`src/rtl/datapath_pkg.sv`:
```
// Shared constants and types for the single-bus datapath.
// Source offsets are relative to the first non-GPR bus source.
package datapath_pkg;

  localparam int NUM_GPR_DEF = 16;
  localparam int NUM_EXTRA   = 8;

  localparam int OFS_HI     = 0;
  localparam int OFS_LO     = 1;
  localparam int OFS_ZHI    = 2;
  localparam int OFS_ZLO    = 3;
  localparam int OFS_PC     = 4;
  localparam int OFS_MDR    = 5;
  localparam int OFS_INPORT = 6;
  localparam int OFS_C      = 7;

  localparam int SRC_HI     = NUM_GPR_DEF + OFS_HI;
  localparam int SRC_LO     = NUM_GPR_DEF + OFS_LO;
  localparam int SRC_ZHI    = NUM_GPR_DEF + OFS_ZHI;
  localparam int SRC_ZLO    = NUM_GPR_DEF + OFS_ZLO;
  localparam int SRC_PC     = NUM_GPR_DEF + OFS_PC;
  localparam int SRC_MDR    = NUM_GPR_DEF + OFS_MDR;
  localparam int SRC_INPORT = NUM_GPR_DEF + OFS_INPORT;
  localparam int SRC_C      = NUM_GPR_DEF + OFS_C;

  localparam int NUM_SRC = NUM_GPR_DEF + NUM_EXTRA;

  typedef enum logic {
    IDLE = 1'b0,
    READ = 1'b1
  } rd_state_e;

  function automatic int src_idx(input int n_gpr, input int ofs);
    return n_gpr + ofs;
  endfunction

  function automatic int num_src(input int n_gpr);
    return n_gpr + NUM_EXTRA;
  endfunction

endpackage

```
`src/rtl/bus_datapath_core_bus_encoder_mux.sv`:
```
// One-hot-to-index encoder feeding a WIDTH-bit source mux.
// Lowest set select wins; o_valid is low when nothing is selected.
module bus_encoder_mux #(
  parameter int N     = 24,
  parameter int WIDTH = 32,
  parameter int IW    = $clog2(N)
) (
  input  logic [N-1:0]       i_sel,
  input  logic [N*WIDTH-1:0] i_data,
  output logic               o_valid,
  output logic [WIDTH-1:0]   o_data
);

  logic [IW-1:0] w_idx;

  always_comb begin
    w_idx = '0;
    for (int k = N - 1; k >= 0; k--) begin
      if (i_sel[k]) w_idx = IW'(k);
    end
  end

  assign o_valid = |i_sel;
  assign o_data  = i_data[w_idx*WIDTH +: WIDTH];

endmodule

```
`src/rtl/bus_datapath_core.sv`:
```
// Single-bus datapath: GPRs, HI/LO, Z, Y, PC, MAR, MDR and memory read.
// Optional BUS_CONTENTION_CHECK_EN adds sticky bus_err / err_src.
module bus_datapath_core
  import datapath_pkg::*;
#(
  parameter int WIDTH   = 32,
  parameter int NUM_GPR = 16,
  parameter int PC_STEP = 1
) (
  input  logic                       clock,
  input  logic                       clear,
  input  logic [NUM_GPR+NUM_EXTRA-1:0] out_en,
  input  logic [NUM_GPR-1:0]         gpr_in,
  input  logic                       hi_in,
  input  logic                       lo_in,
  input  logic                       y_in,
  input  logic                       pc_in,
  input  logic                       mar_in,
  input  logic                       z_in,
  input  logic                       pc_inc,
  input  logic                       mdr_in,
  input  logic                       mdr_rd,
  input  logic [WIDTH-1:0]           inport_data,
  input  logic [WIDTH-1:0]           c_sign_extended,
  input  logic [2*WIDTH-1:0]         alu_result,
  input  logic [WIDTH-1:0]           mem_rdata,
  input  logic                       mem_rd_ack,
  output logic [WIDTH-1:0]           bus,
  output logic [WIDTH-1:0]           y_q,
  output logic [WIDTH-1:0]           mar_q,
  output logic                       mem_rd_req,
`ifdef BUS_CONTENTION_CHECK_EN
  output logic                       bus_err,
  output logic [4:0]                 err_src,
`endif
  output logic                       busy
);

  localparam int NSRC   = num_src(NUM_GPR);
  localparam int S_HI   = src_idx(NUM_GPR, OFS_HI);
  localparam int S_LO   = src_idx(NUM_GPR, OFS_LO);
  localparam int S_ZHI  = src_idx(NUM_GPR, OFS_ZHI);
  localparam int S_ZLO  = src_idx(NUM_GPR, OFS_ZLO);
  localparam int S_PC   = src_idx(NUM_GPR, OFS_PC);
  localparam int S_MDR  = src_idx(NUM_GPR, OFS_MDR);
  localparam int S_INP  = src_idx(NUM_GPR, OFS_INPORT);
  localparam int S_C    = src_idx(NUM_GPR, OFS_C);

  logic [WIDTH-1:0] r_gpr [NUM_GPR];
  logic [WIDTH-1:0] r_hi;
  logic [WIDTH-1:0] r_lo;
  logic [WIDTH-1:0] r_zhi;
  logic [WIDTH-1:0] r_zlo;
  logic [WIDTH-1:0] r_y;
  logic [WIDTH-1:0] r_pc;
  logic [WIDTH-1:0] r_mar;
  logic [WIDTH-1:0] r_mdr;

  rd_state_e r_state;
  rd_state_e w_state_nx;
  logic      w_rd_done;
  logic      w_mdr_bus;

  logic [NSRC*WIDTH-1:0] w_src;
  logic                  w_valid;
  logic [WIDTH-1:0]      w_mux;
  logic [WIDTH-1:0]      w_bus;

  always_comb begin
    w_src = '0;
    for (int g = 0; g < NUM_GPR; g++) begin
      w_src[g*WIDTH +: WIDTH] = r_gpr[g];
    end
    w_src[S_HI*WIDTH  +: WIDTH] = r_hi;
    w_src[S_LO*WIDTH  +: WIDTH] = r_lo;
    w_src[S_ZHI*WIDTH +: WIDTH] = r_zhi;
    w_src[S_ZLO*WIDTH +: WIDTH] = r_zlo;
    w_src[S_PC*WIDTH  +: WIDTH] = r_pc;
    w_src[S_MDR*WIDTH +: WIDTH] = r_mdr;
    w_src[S_INP*WIDTH +: WIDTH] = inport_data;
    w_src[S_C*WIDTH   +: WIDTH] = c_sign_extended;
  end

  bus_encoder_mux #(
    .N     (NSRC),
    .WIDTH (WIDTH)
  ) u_enc (
    .i_sel   (out_en),
    .i_data  (w_src),
    .o_valid (w_valid),
    .o_data  (w_mux)
  );

  assign w_bus = w_valid ? w_mux : '0;
  assign bus   = w_bus;

  always_ff @(posedge clock or negedge clear) begin
    if (!clear) begin
      for (int g = 0; g < NUM_GPR; g++) r_gpr[g] <= '0;
    end else begin
      for (int g = 0; g < NUM_GPR; g++) begin
        if (gpr_in[g]) r_gpr[g] <= w_bus;
      end
    end
  end

  always_ff @(posedge clock or negedge clear) begin
    if (!clear) begin
      r_hi  <= '0;
      r_lo  <= '0;
      r_zhi <= '0;
      r_zlo <= '0;
      r_y   <= '0;
      r_mar <= '0;
    end else begin
      if (hi_in)  r_hi  <= w_bus;
      if (lo_in)  r_lo  <= w_bus;
      if (y_in)   r_y   <= w_bus;
      if (mar_in) r_mar <= w_bus;
      if (z_in) begin
        r_zhi <= alu_result[2*WIDTH-1:WIDTH];
        r_zlo <= alu_result[WIDTH-1:0];
      end
    end
  end

  always_ff @(posedge clock or negedge clear) begin
    if (!clear)      r_pc <= '0;
    else if (pc_in)  r_pc <= w_bus;
    else if (pc_inc) r_pc <= r_pc + WIDTH'(PC_STEP);
  end

  always_ff @(posedge clock or negedge clear) begin
    if (!clear) r_state <= IDLE;
    else        r_state <= w_state_nx;
  end

  // Bus writes to MDR only happen in IDLE; a read owns MDR until ack.
  always_comb begin
    w_state_nx = r_state;
    w_rd_done  = 1'b0;
    w_mdr_bus  = 1'b0;
    unique case (r_state)
      IDLE: begin
        if (mdr_in && mdr_rd)  w_state_nx = READ;
        else if (mdr_in)       w_mdr_bus  = 1'b1;
      end
      READ: begin
        if (mem_rd_ack) begin
          w_rd_done  = 1'b1;
          w_state_nx = IDLE;
        end
      end
      default: w_state_nx = IDLE;
    endcase
  end

  always_ff @(posedge clock or negedge clear) begin
    if (!clear)         r_mdr <= '0;
    else if (w_rd_done) r_mdr <= mem_rdata;
    else if (w_mdr_bus) r_mdr <= w_bus;
  end

  assign mem_rd_req = (r_state == READ);
  assign busy       = (r_state == READ);
  assign y_q        = r_y;
  assign mar_q      = r_mar;

`ifdef BUS_CONTENTION_CHECK_EN
  localparam logic [NSRC-1:0] ONE = NSRC'(1);

  logic       w_multi;
  logic [4:0] w_top;
  logic       r_bus_err;
  logic [4:0] r_err_src;

  assign w_multi = |(out_en & (out_en - ONE));

  always_comb begin
    w_top = '0;
    for (int k = 0; k < NSRC; k++) begin
      if (out_en[k]) w_top = 5'(k);
    end
  end

  always_ff @(posedge clock or negedge clear) begin
    if (!clear) begin
      r_bus_err <= 1'b0;
      r_err_src <= '0;
    end else if (w_multi && !r_bus_err) begin
      r_bus_err <= 1'b1;
      r_err_src <= w_top;
    end
  end

  assign bus_err = r_bus_err;
  assign err_src = r_err_src;
`endif

endmodule
```
`config.mk`:
```
export PLATFORM = sky130hd
export DESIGN_NAME = bus_datapath_core
export DESIGN_NICKNAME = d
export VERILOG_FILES = /design/src/rtl/datapath_pkg.sv /design/src/rtl/bus_datapath_core_bus_encoder_mux.sv /design/src/rtl/bus_datapath_core.sv
export SDC_FILE = /design/constraint.sdc
export NUM_CORES = 2
export LEC_CHECK = 0
export ABC_AREA = 1
export BUFFER_PORTS_ARGS = -buffer_cell sky130_fd_sc_hd__buf_2
export CAP_MARGIN = 0
export CORE_MARGIN = 2
export CORE_UTILIZATION = 40
export CTS_CLUSTER_DIAMETER = 200
export DETAILED_ROUTE_END_ITERATION = 12
export PLACE_DENSITY_LB_ADDON = 0.1
export REMOVE_ABC_BUFFERS = 1
export SYNTH_ARGS = -nofsm -noshare
export SYNTH_HDL_FRONTEND = slang
export SYNTH_HIERARCHICAL = 1
export SYNTH_SLANG_ARGS = --single-unit
```
`constraint.sdc`:
```
create_clock -name clock -period 3.15 [get_ports clock]
set_input_delay 0.315 -clock clock [delete_from_list [all_inputs] [get_ports clock]]
set_output_delay 0.315 -clock clock [all_outputs]
set_load 0.03 [all_outputs]
```
# Word-level counts from Yosys, hierarchy flattened

Cells that the tools add are included.

Input port bits: 212
Word-level logic and storage cells: 69
Output and inout port bits: 98
Flip-flop bits (word level): 769

Multiplexer cells: 37
Reduce and logical (&&, ||, !) cells: 4
Shifts and indexed selects: 1
Bitwise operators: 1
$add $sub $neg: 1

Operators by type and width:

| cell                                           | count |
|---|---|
| variable part select 768 x 11 -> 32 bit        | 1 |
| 2-to-1 mux 32 bit                              | 5 |
| 2-to-1 mux 5 bit                               | 24 |
| adder 32 x 1 -> 32 bit (second input constant) | 1 |
| OR reduction 24 bit                            | 1 |
| 2-to-1 mux 1 bit                               | 7 |
| nonzero test 2 bit                             | 2 |
| case mux 1 bit (2 select lines)                | 1 |
| logical AND 1 bit                              | 1 |
| NOT 1 bit                                      | 1 |

# Longest topological paths before layout

Depth after elaboration: 28
Gate-level depth with buffers: 37
Gate-level depth less buffers: 35

# By module

The synthesis kept the hierarchy.

Modules (own cells, without submodules):

| module            | sequential area each (um2) | instances | area an instance (um2) | cells an instance |
|---|---|---|---|---|
| bus_datapath_core | 19243.5                    | 1         | 28748.8                | 2829 |
| bus_encoder_mux   | 0.0                        | 1         | 9948.3                 | 2194 |

# Least setup slack after synthesis

No wires, ideal clock.

Path kind: input to output
Start: input out_en[22]
End: output bus[17]
Required time: 2.835 ns
Data arrival time: 2.633 ns
Stages on the path: 35
Path slack: 0.202 ns
Cell sequence: inv_1 nand2_1 nand2_1 nand2_1 nand2_1 nand2_1 nand2_1 nand2_1 nand2_1 nand2_1 nand2_1 nand2_1 nand2_1 nand2_1 nand2_1 nand2_1 nand2_1 nand2_1 nand2_1 nand2_1 nand2_1 nand2_2 nand2_4 buf_4 buf_2 nand3_1 nand3_1 nand3_1 nand3_1 nand2_1 nand2_1 nand2_1 nand2_1 clkbuf_1 inv_1

Word-level cells in the longest chain between the ends: 25
Elaborated cells between the ends (all ways): 26
Classes of those cells: 1 x shift; 24 x mux; 1 x reduce/logical

Ends and longest elaborated chain:

| what                                    | line                                    | source |
|---|---|---|
| start: declaration                      | bus_datapath_core.sv:12                 | `input logic [NUM_GPR+NUM_EXTRA-1:0] out_en,` |
| 2-to-1 mux 5 bit (23 in series)         | bus_datapath_core_bus_encoder_mux.sv:19 | `if (i_sel[k]) w_idx = IW'(k);` |
| variable part select 768 x 11 -> 32 bit | bus_datapath_core_bus_encoder_mux.sv:24 | `assign o_data = i_data[w_idx*WIDTH +: WIDTH];` |
| via w_mux[17]                           | bus_datapath_core.sv:66                 | `logic [WIDTH-1:0] w_mux;` |
| 2-to-1 mux 32 bit                       | bus_datapath_core.sv:94                 | `assign w_bus = w_valid ? w_mux : '0;` |
| end: declaration                        | bus_datapath_core.sv:28                 | `output logic [WIDTH-1:0] bus,` |

The timed path passes the listed nets, and every way through them passes these cells.

# Final worst setup path

Start: input out_en[22]
End: output bus[16]

Same word-level chain as after synthesis.

==> impl_metrics.tcl <==
set metrics [dict create \
    failed_checks "negative setup slack" \
    final_nets 5704 \
    clk_latency_ns 0.67 \
    synth_xor_area_frac 0.00181 \
    cp_slowest_cell "buf_16" \
    p_per_area_mw_per_mm2 645 \
    finalCritPeriodShare 1.09 \
    rows 114 \
    most-common-layout-cells "nand2_1, dfrtp_1, nand3_1" \
    grt_use_total 0.291 \
    top_layer "met5" \
    synthAdderAreaFrac 0.000323 \
    synth_area_per_cell_sq_um 7.70 \
    met1Wirelength_mm 65.0 \
    max_stage_delay_ns 0.19 \
    syn-instance-count 5023 \
    n_fill_cell 9348 \
    holdCritPathClass "input pin to register" \
    fin_worst_skew_ns 0.0285 \
    cts_num_sinks 769 \
    r2r_cells 15 \
    io_pins 310 \
    core_area_sq_mm 0.0963 \
    crit_arrival_ns 3.12 \
    critPathLaunch "out_en[22]" \
    clk_pin_slew_ns 0.06 \
    drt-total-wl_mm 144 \
    maxSlewViolCount 0 \
    crit_end "bus[16]" \
    design_area_sq_mm 0.0495 \
    routedWlPerCell_um 21.1 \
    finalWorstSetupSlack_ns -0.288 \
    grt_pass1_vias 35100 \
    r2r-end "r_mdr[16]" \
    synth-seq-cells 769 \
    die_h_um 315 \
    route.met2.wl_mm 67.0 \
    cts_made_buffers 89 \
    critPathKind "input pin to primary output" \
    timing_worst_slew_pin_value_ns 1.02 \
    wl_met3_mm 8.54 \
    synth_warnings 6 \
    ys_seq_area_frac 0.497 \
    total_power_mw 31.9 \
    dr.pass1.iters 6 \
    chipWidth_um 315 \
    yosysUniqueCellTypes 32 \
    viasPerCell 5.29 \
    cp-start-kind "input pin" \
    grt_first_pass_wirelength_mm 221 \
    synth_compound_area_frac 0.113 \
    area_delta_synth_final_pct 28.0 \
    grt_max_degree 82 \
    hold_path.startpoint "pc_inc" \
    gp_congestion 0.874 \
    status "complete, but fails checks" \
    synthTopCellsByArea "dfrtp_1, nand2_1, nand3_1" \
    cts_tree "yes" \
    fmax_mhz 291 \
    root_buffer "clkbuf_16" \
    synthMuxAreaShare 0.0186 \
    antenna_found_initial 3 \
    drc 0 \
    rsz0062_at_grt "yes" \
    start_util 0.402 \
    path_max_fanout 9 \
    crit_required_ns 2.83 \
    finalHoldViolations 0 \
    p_leak_nw 23.8 \
    drv_cap 0 \
    diodes 0 \
    vdd_ir_drop_max_mv 0.398 \
    antenna_left 0 \
    synthSimpleGateAreaFrac 0.274 \
    yosysTopAreaCell "dfrtp_1" \
    layout_commonest_cell "nand2_1" \
    final_layout_size_suffix_gt1_frac 0.197 \
    final_util 0.514 \
    drtIter0Drc 3049 \
    place_area_sq_mm 0.0435 \
    slew_headroom 0.322 \
    tns_ns -8.28 \
    synth_top_family_by_area "simple AND/OR/NAND/NOR gates" \
    reg2reg_from "r_pc[16]" \
    end_kind "primary output" \
    io_buffers 309 \
    htreeDepth 3 \
    finalSetupViolCount 53 \
    post-synth-top-area-fraction 0.497 \
    hpwl_mm 88.5 \
    r2r_slack_ns 0.89 \
    netlist_area_sq_mm 0.0387 \
    dieArea_sq_mm 0.0992 \
    ctsLongestPathBuffers 3 \
    routed-via-count 36200 \
    cpMostUsedCell "nand2_1" \
    grt_overflow 0 \
    layout_min_cycle_time_ns 3.44 \
]
[logic make-up after synthesis]
group                      count (synthesis)
and+or+nand+nor                         2418
muxes                                     64
AOI/OAI and AO/OA                        843
adders and majority gates                  1
buffers and inverters                    920
DFF                                      769
xor gates and xnor gates                   8
[how the worst min path moves through the flow]
stage                       to  slack, ns  cells after the start
floorplan                 busy       0.02                      0
global placement    r_gpr[452]       0.33                      1
detailed placement  r_gpr[452]       0.34                      1
CTS                  r_mdr[31]      0.008                      3
global route           r_pc[5]       0.05                      3
finish                 r_pc[8]       0.06                      3
[routing by layer]
layer	track usage	up-vias
li1	-	17200
met1	0.412	17600
met2	0.472	1207
met3	0.0334	203
met4	0.0769	2
met5	0	-
[stage by stage]
stage,cells,hold slack (ns),setup slack [ns]
after floorplan,4623,0.0194,-12.24
after global placement,6515,0.334,-0.603
after detailed placement,6515,0.335,-0.523
after CTS,6820,0.00814,-0.298
after global routing,6838,0.0469,-0.578
final,6838,0.0607,-0.288
[registers in the layout (all words and copies together), names as in the netlist]
name   flops
busy       1
mar_q     32
r_gpr    512
r_hi      32
r_lo      32
r_mdr     32
r_pc      32
r_zhi     32
r_zlo     32
y_q       32
[worst max-delay path: cells and delay by family]
kind	cells	cell delay [ns]
buffers and inverters	7	0.87
and+or+nand+nor	31	1.93
[layout make-up]
class	count	area (sq um)	share of cell area
Sequential cell	769	19200	0.389
Multi-Input combinational cell	3336	16400	0.331
Timing Repair Buffer	775	7260	0.147
Clock buffer	130	2640	0.0532
Inverter	520	2000	0.0404
Tap cell	1276	1600	0.0322
Clock inverter	32	409	0.00826
[what timing repair did]
item	4_1_cts	5_1_grt
hold endpoints to repair	141	0
resized for setup	253	124
pin swaps	56	26
endpoints found under the setup margin	32	89
gates cloned	15	6
hold buffers	99	0
setup buffers	29	14
[report_power, final]
group	switching [mW]	internal [mW]	leakage, nW	total, mW
logic	4.86	3.19	12.8	8.05
registers	1.21	11.8	9.48	13.0
clock network	4.32	6.52	1.51	10.8
[synth_stat cells, drive strengths merged]
cell type	instances
nand2	1221
a21oi	4
nor2	314
o21bai	9
o21ai	776
clkbuf	293
inv	498
mux2	64
nand3b	128
nand3	750
o31ai	1
dfrtp	769
buf	107
clkinv	22
a311oi	1
nor3	3
xor2	8
ha	1
o221ai	3
nor4	2
o22ai	15
o211ai	34
(Power assumes the default switching activity.)
